--- src/rtl/pmem_arbiter.sv ---
// Physical-memory arbiter: shares one line-wide memory port between the
// instruction cache and the data cache. Each grant latches a registered
// transaction. The response is steered to the owning cache only. A single
// turnaround cycle follows every transaction, so the caches can update their
// tag/valid/dirty state before any new request is sampled.
module pmem_arbiter #(
  parameter int unsigned ADDR_WIDTH  = 32,
  parameter int unsigned LINE_WIDTH  = 256,
  parameter int unsigned OFFSET_BITS = 5
) (
  input  logic                  clk,
  input  logic                  rst,
  // icache side
  input  logic [ADDR_WIDTH-1:0] i_pmem_address,
  input  logic                  i_pmem_read,
  output logic [LINE_WIDTH-1:0] i_pmem_rdata,
  output logic                  i_pmem_resp,
  // dcache side
  input  logic [ADDR_WIDTH-1:0] d_pmem_address,
  input  logic                  d_pmem_read,
  input  logic                  d_pmem_write,
  input  logic [LINE_WIDTH-1:0] d_pmem_wdata,
  output logic [LINE_WIDTH-1:0] d_pmem_rdata,
  output logic                  d_pmem_resp,
  // memory side
  output logic [ADDR_WIDTH-1:0] mem_address,
  output logic                  mem_read,
  output logic                  mem_write,
  output logic [LINE_WIDTH-1:0] mem_wdata,
  input  logic [LINE_WIDTH-1:0] mem_rdata,
  input  logic                  mem_resp
);

  typedef enum logic [1:0] {StIdle, StServeI, StServeD, StTurn} state_e;

  localparam logic [ADDR_WIDTH-1:0] AlignMask = {ADDR_WIDTH{1'b1}} << OFFSET_BITS;

  state_e                state_q, state_d;
  logic                  last_d_q, last_d_d;  // 1: dcache was granted last
  logic [ADDR_WIDTH-1:0] addr_q, addr_d;
  logic [LINE_WIDTH-1:0] wdata_q, wdata_d;
  logic                  read_q, read_d;
  logic                  write_q, write_d;

  logic i_req, d_req, grant_i, grant_d;

  assign i_req = i_pmem_read;
  assign d_req = d_pmem_read | d_pmem_write;

  // dcache wins a tie unless it was served last; grants alternate under load.
  assign grant_d = d_req & (~i_req | ~last_d_q);
  assign grant_i = i_req & (~d_req | last_d_q);

  // Read data is a plain passthrough; only the resp strobe qualifies it.
  assign i_pmem_rdata = mem_rdata;
  assign d_pmem_rdata = mem_rdata;

  assign mem_address = addr_q;
  assign mem_wdata   = wdata_q;
  assign mem_read    = read_q;
  assign mem_write   = write_q;

  // Next-state, transaction latch and combinational response steering.
  always_comb begin
    state_d     = state_q;
    last_d_d    = last_d_q;
    addr_d      = addr_q;
    wdata_d     = wdata_q;
    read_d      = read_q;
    write_d     = write_q;
    i_pmem_resp = 1'b0;
    d_pmem_resp = 1'b0;
    case (state_q)
      StIdle: begin
        if (grant_d) begin
          state_d  = StServeD;
          last_d_d = 1'b1;
          addr_d   = d_pmem_address & AlignMask;
          wdata_d  = d_pmem_wdata;
          // A writeback takes priority if both strobes are raised.
          write_d  = d_pmem_write;
          read_d   = ~d_pmem_write;
        end else if (grant_i) begin
          state_d  = StServeI;
          last_d_d = 1'b0;
          addr_d   = i_pmem_address & AlignMask;
          read_d   = 1'b1;
          write_d  = 1'b0;
        end
      end
      StServeI: begin
        if (mem_resp) begin
          i_pmem_resp = 1'b1;
          state_d     = StTurn;
          read_d      = 1'b0;
          write_d     = 1'b0;
        end
      end
      StServeD: begin
        if (mem_resp) begin
          d_pmem_resp = 1'b1;
          state_d     = StTurn;
          read_d      = 1'b0;
          write_d     = 1'b0;
        end
      end
      StTurn: begin
        // mem_resp and client requests are deliberately ignored here.
        state_d = StIdle;
      end
      default: state_d = StIdle;
    endcase
  end

  // State and transaction registers with synchronous reset.
  always_ff @(posedge clk) begin
    if (rst) begin
      state_q  <= StIdle;
      last_d_q <= 1'b0;
      addr_q   <= '0;
      wdata_q  <= '0;
      read_q   <= 1'b0;
      write_q  <= 1'b0;
    end else begin
      state_q  <= state_d;
      last_d_q <= last_d_d;
      addr_q   <= addr_d;
      wdata_q  <= wdata_d;
      read_q   <= read_d;
      write_q  <= write_d;
    end
  end

endmodule

--- config.mk ---
export PLATFORM = sky130hd
export DESIGN_NAME = pmem_arbiter
export DESIGN_NICKNAME = d
export VERILOG_FILES = /design/src/rtl/pmem_arbiter.sv
export SDC_FILE = /design/constraint.sdc
export NUM_CORES = 1
export LEC_CHECK = 0
export BUFFER_PORTS_ARGS = -buffer_cell sky130_fd_sc_hd__buf_2
export CAP_MARGIN = 0
export CORE_AREA = 5 5 533 535
export DETAILED_ROUTE_END_ITERATION = 10
export DIE_AREA = 0 0 538 540
export SLEW_MARGIN = 20
export SYNTH_ARGS = -nofsm -noshare
export SYNTH_HDL_FRONTEND = slang
export SYNTH_SLANG_ARGS = --single-unit
--- constraint.sdc ---
create_clock -name clk -period 1.8 [get_ports clk]
set_input_delay 0.36 -clock clk [delete_from_list [all_inputs] [get_ports clk]]
set_output_delay 0.36 -clock clk [all_outputs]
set_load 0.02 [all_outputs]
Word-level counts from Yosys, hierarchy flattened
Cells that the tools add are included.

storage, ports and cells
  bits in registers = 293
  input port bits = 582
  output and inout port bits = 804
  word-level logic and storage cells = 45

operators by class
  eq/ne operators = 5
  muxes and demuxes = 17
  bitwise logic cells = 9
  reductions and logical operators = 8

operator list
  cell                  count
  $mux W32              2
  $mux W1               9
  $mux W2               3
  $pmux W2 S3           1
  $reduce_and A2 Y1     3
  $eq A2 B2 Y1 const B  2
  $not A1 Y1            4
  $pmux W1 S2           2
  $reduce_bool A2 Y1    2
  $ne A3 B3 Y1 const B  1
  $or A1 B1 Y1          3
  $reduce_and A3 Y1     1
  $and A1 B1 Y1         2
  $eq A2 B1 Y1 const B  1
  $logic_not A2 Y1      1
  $ne A2 B1 Y1 const B  1
  $reduce_or A2 Y1      1

Longest topological paths before layout
  depth in word-level cells = 7
  gate-level depth with buffers = 8

Least setup slack after synthesis
OpenSTA, ideal clock, no wires.

  path type = register to register
  start = register state_q[0]
  end = register wdata_q[184] (netlist: mem_wdata[184])
  setup time = 0.070 ns
  arrival = 1.482 ns
  required time = 1.730 ns
  path slack = 0.248 ns
  stages on the path, launching flop included = 9
  buffers on the path = 3
  clock period less this slack = 1.552 ns
  cell sequence = dfxtp_1 > inv_1 > ha_1 > buf_2 > inv_2 > clkbuf_1 > clkbuf_1 > o21ai_0 > a21oi_1

on the way
  cells in the longest elaborated chain, start to end = 2

RTL lines
  element                      RTL line  source
  start: declaration           38        state_e state_q, state_d;
  start signal: assignment     118       state_q <= StIdle;
  start signal: assignment     125       state_q <= state_d;
  $logic_not A2 Y1             73        case (state_q)
  $reduce_and A2 Y1 (no line)  --
  end signal: assignment       128       wdata_q <= wdata_d;
  end: declaration             41        logic [LINE_WIDTH-1:0] wdata_q, wdata_d;

Every way passes these cells.
A chain may end at the register's enable or synchronous reset.

Worst setup path in the final report
  start = register state_q[0]
  end = output port d_pmem_resp

on the way
  cells in the longest elaborated chain, start to end = 2

RTL lines
  element           RTL line  source
  $eq A2 B2 Y1      73
  $mux W1           73
  end: declaration  24        output logic d_pmem_resp,

Every way passes these cells.

==> results.cfg <==
[sta]
slew_headroom = 0.621
max_freq_mhz = 544
finalCritPeriodShare = 1.02
grt_setup_unrepaired = yes
fin_skew_ns = 0.0535
period_minus_slack_ns = 1.84
slew_violations = 0
setup_violations = 2
tightest_slew_ns = 0.568
timing.final.ws_setup_ns = -0.0395
finalHoldViolations = 0
fin_setup_tns_ns = -0.0554

[route]
routedWlPerCell_microns = 31.1
drtIter0Drc = 1457
first_pass_iters = 6
drt.antenna.violating_nets = 0
num_vias = 15900
vias_per_cell = 2.64
totalWireLength_microns = 188000
drc_errors = 0

[critical_path]
crit_start = state_q[0]$_SDFFE_PP0P_
reg2reg_from = state_q[0]$_SDFFE_PP0P_
crit_type = register to output pin
end_kind = output pin
cp.arrival_ns = 1.48
critPathBufInv = 2
slowest_delay_ns = 0.36
slowest_stage = dfxtp_4
setup.worst_path.start_class = register
crit_required_ns = 1.44
rrSetupSlack_ns = 0.09
path_delay_family = flip-flops
worst_r2r_endpoint = mem_read$_SDFFE_PP0P_
crit_chain = inv_4 > ha_2 > and2_4 > buf_8
cp_num_cells = 4
cp-endpoint = d_pmem_resp
reg2regPathDepth = 7
crit_fanout = 3

[final_layout]
layout.nets = 2843
syn2layout_area_growth_pct = 61.9
design_area_sq_um = 24300
nFillCells = 32500
final_layout_size_suffix_gt1_frac = 0.349
instances_no_fill = 6032

[placement]
gp_congestion = 0.949
dpl_cell_area_sq_um = 19000
placed_cells = 5607
dp_hpwl_microns = 160000
numPortBuffers = 602

[floorplan]
ios = 1386
die_y_microns = 540
dieWidth_microns = 538
std_cell_rows = 194
core_sq_um = 278000
die-area_sq_um = 291000
initial_core_util = 0.0539

[global_routing]
first_global_vias = 15500
grtUsageTotal = 0.120
overflow = 0
grt_pass1_wl_microns = 216000
grt_start_max_net_pins = 92
antenna_found_initial = 75

[clock_tree]
cts.sinks = 288
cts_inserted_buffers = 43
clockBufferDepth = 3
clk_pin_slew_ns = 0.06
h-tree-depth = 2
cts_tree = done
insertion_delay_ns = 0.66
cts_root_buf = clkbuf_16

[synthesis]
syn_avg_cell_area_sq_um = 8.01
ys_seq_area_frac = 0.385
synth_warnings = 0
yosysUniqueCellTypes = 31
syn_area_sq_um = 15000
synthCells = 1872
synth_seq_cells = 288

[hold_path]
hp-class = input port to register

[outcome]
status = finished, violations left
violations = setup timing

[power_and_ir_drop]
peakVddDrop_v = 0.000647
p_leak_uw = 0.00910
cellPowerDensity_nw_per_um2 = 1500

[run]
cap_violations = 0
## worst reg2reg max path, stage by stage (launching register included)
cell and delay, ns:
dfxtp_4 0.35, inv_4 0.05, buf_4 0.11, ha_4 0.21, buf_4 0.15, o31a_4 0.19
or3b_2 0.45, a21oi_1 0.15
## layout by cell type, fill, tap and decap left out, types with 3 or more instances in the layout
| cell | n |
|---|---|
| clkinv_2 | 3 |
| a311oi_1 | 26 |
| clkbuf_1 | 6 |
| buf_16 | 7 |
| clkbuf_8 | 9 |
| buf_6 | 18 |
| buf_12 | 23 |
| nand3_1 | 255 |
| clkbuf_16 | 52 |
| nand2_1 | 56 |
| dfxtp_1 | 285 |
| inv_8 | 3 |
| clkinvlp_4 | 3 |
| bufinv_16 | 3 |
| buf_8 | 3 |
| a21oi_1 | 260 |
| nor2_1 | 27 |
| buf_4 | 56 |
| dlygate4sd3_1 | 302 |
| inv_6 | 6 |
| diode_2 | 19 |
| o21ai_0 | 228 |
| buf_2 | 589 |
| conb_1 | 5 |
| o21ai_1 | 31 |
## routing by layer
| layer | share of wire | GRT usage | vias to the layer above | routed length (microns) |
|---|---|---|---|---|
| met2 | 0.39 | 0.165 | 1592 | 72700 |
| met3 | 0.30 | 0.167 | 586 | 56600 |
| met5 | 0.00076 | 0.00263 | - | 143 |
| met4 | 0.074 | 0.0725 | 10 | 14000 |
| met1 | 0.24 | 0.0833 | 7062 | 44300 |
| li1 | - | - | 6669 | - |
## cell families (layout without fill, tap and decap cells)
logic type	Yosys count	in the layout	share of synthesized area
buf+inv	677	1090	0.306
compound gates	553	553	0.194
simple gates	347	347	0.110
flops	288	288	0.385
fa+ha+maj	4	4	0.00334
mux	2	2	0.00134
other cells	1	24	0.000250
## cell usage after synthesis, drive strengths merged
| library cell | n | share of area |
|---|---|---|
| nor4b | 1 | 0.0010 |
| a221oi | 1 | 0.00058 |
| a2bb2oi | 1 | 0.0010 |
| dfxtp | 288 | 0.38 |
| o31a | 1 | 0.00058 |
| clkbuf | 104 | 0.027 |
| nor2b | 1 | 0.00042 |
| or3b | 1 | 0.00058 |
| conb | 1 | 0.00025 |
| o21ai | 260 | 0.087 |
| nand2 | 56 | 0.014 |
| buf | 570 | 0.28 |
| mux2i | 2 | 0.0013 |
| a21oi | 260 | 0.087 |
| ha | 4 | 0.0033 |
| nor3b | 1 | 0.00050 |
| a211o | 1 | 0.00058 |
| a311oi | 27 | 0.016 |
| nand2b | 1 | 0.00042 |
| nand3 | 256 | 0.085 |
| nor2 | 27 | 0.0068 |
| and2 | 2 | 0.00083 |
| nand3b | 1 | 0.00050 |
| inv | 3 | 0.00075 |
| a21boi | 1 | 0.00050 |
| o2bb2ai | 1 | 0.0010 |
## per-stage QoR
| stage | util | worst slack [ns] | hold WS [ns] | power (uW) |
|---|---|---|---|---|
| after floorplan | - | 0.248 | 0.471 | 17600 |
| after global placement | 0.0683 | 0.0118 | 0.458 | 24400 |
| after detailed placement | 0.0683 | -0.0154 | 0.463 | 24400 |
| after CTS | 0.0853 | -0.159 | 0.000121 | 35500 |
| after global routing | 0.0872 | -0.136 | 0.0224 | 38600 |
| final | 0.0872 | -0.0395 | 0.0608 | 36400 |
## how the worst min path moves through the flow
stage                                start  depth (start not counted)  slack [ns]                     endpoint
3_3_place_gp   mem_wdata[231]$_SDFFE_PP0P_                          2        0.46  mem_wdata[231]$_SDFFE_PP0P_
3_5_place_dp   mem_wdata[216]$_SDFFE_PP0P_                          2        0.46  mem_wdata[216]$_SDFFE_PP0P_
4_1_cts                  d_pmem_wdata[110]                          3      0.0001  mem_wdata[110]$_SDFFE_PP0P_
6_report                  d_pmem_wdata[71]                          3        0.06   mem_wdata[71]$_SDFFE_PP0P_
5_1_grt                  d_pmem_wdata[110]                          3        0.02  mem_wdata[110]$_SDFFE_PP0P_
2_1_floorplan      state_q[0]$_SDFFE_PP0P_                          2        0.47      state_q[0]$_SDFFE_PP0P_
## where the power goes
| part | switching (uW) | internal, uW |
|---|---|---|
| clock | 3970 | 5260 |
| combinational | 12300 | 5740 |
| sequential | 936 | 8170 |
| total | 17200 | 19200 |
## flip-flops by register name, summed over array words and instances (netlist names)
register and cells:
last_d_q 1, mem_address 27, mem_wdata 256, mem_write 1, state_q 2, mem_read 1
## layout make-up
type,count,area [sq um],share of cell area
clock buffer,58,1220,0.0503
timing repair inverter,3,38.8,0.00160
tap,3724,4660,0.192
clock inverter,19,246,0.0102
multi-input combinational,911,4740,0.195
sequential,288,5770,0.238
antenna,19,47.5,0.00196
timing repair buffer,1007,7520,0.310
inverter,3,40.0,0.00165
## what timing repair did
action | 4_1_cts | 5_1_grt
buffers inserted | 5 | 5
resized for setup | 52 | 55
pin swaps | 20 | 1
hold buffers | 302 | 0
setup endpoints to repair | 15 | 253
cloned | 2 | 16
endpoints found under the hold margin | 275 | 0
(Power assumes the default switching activity.)
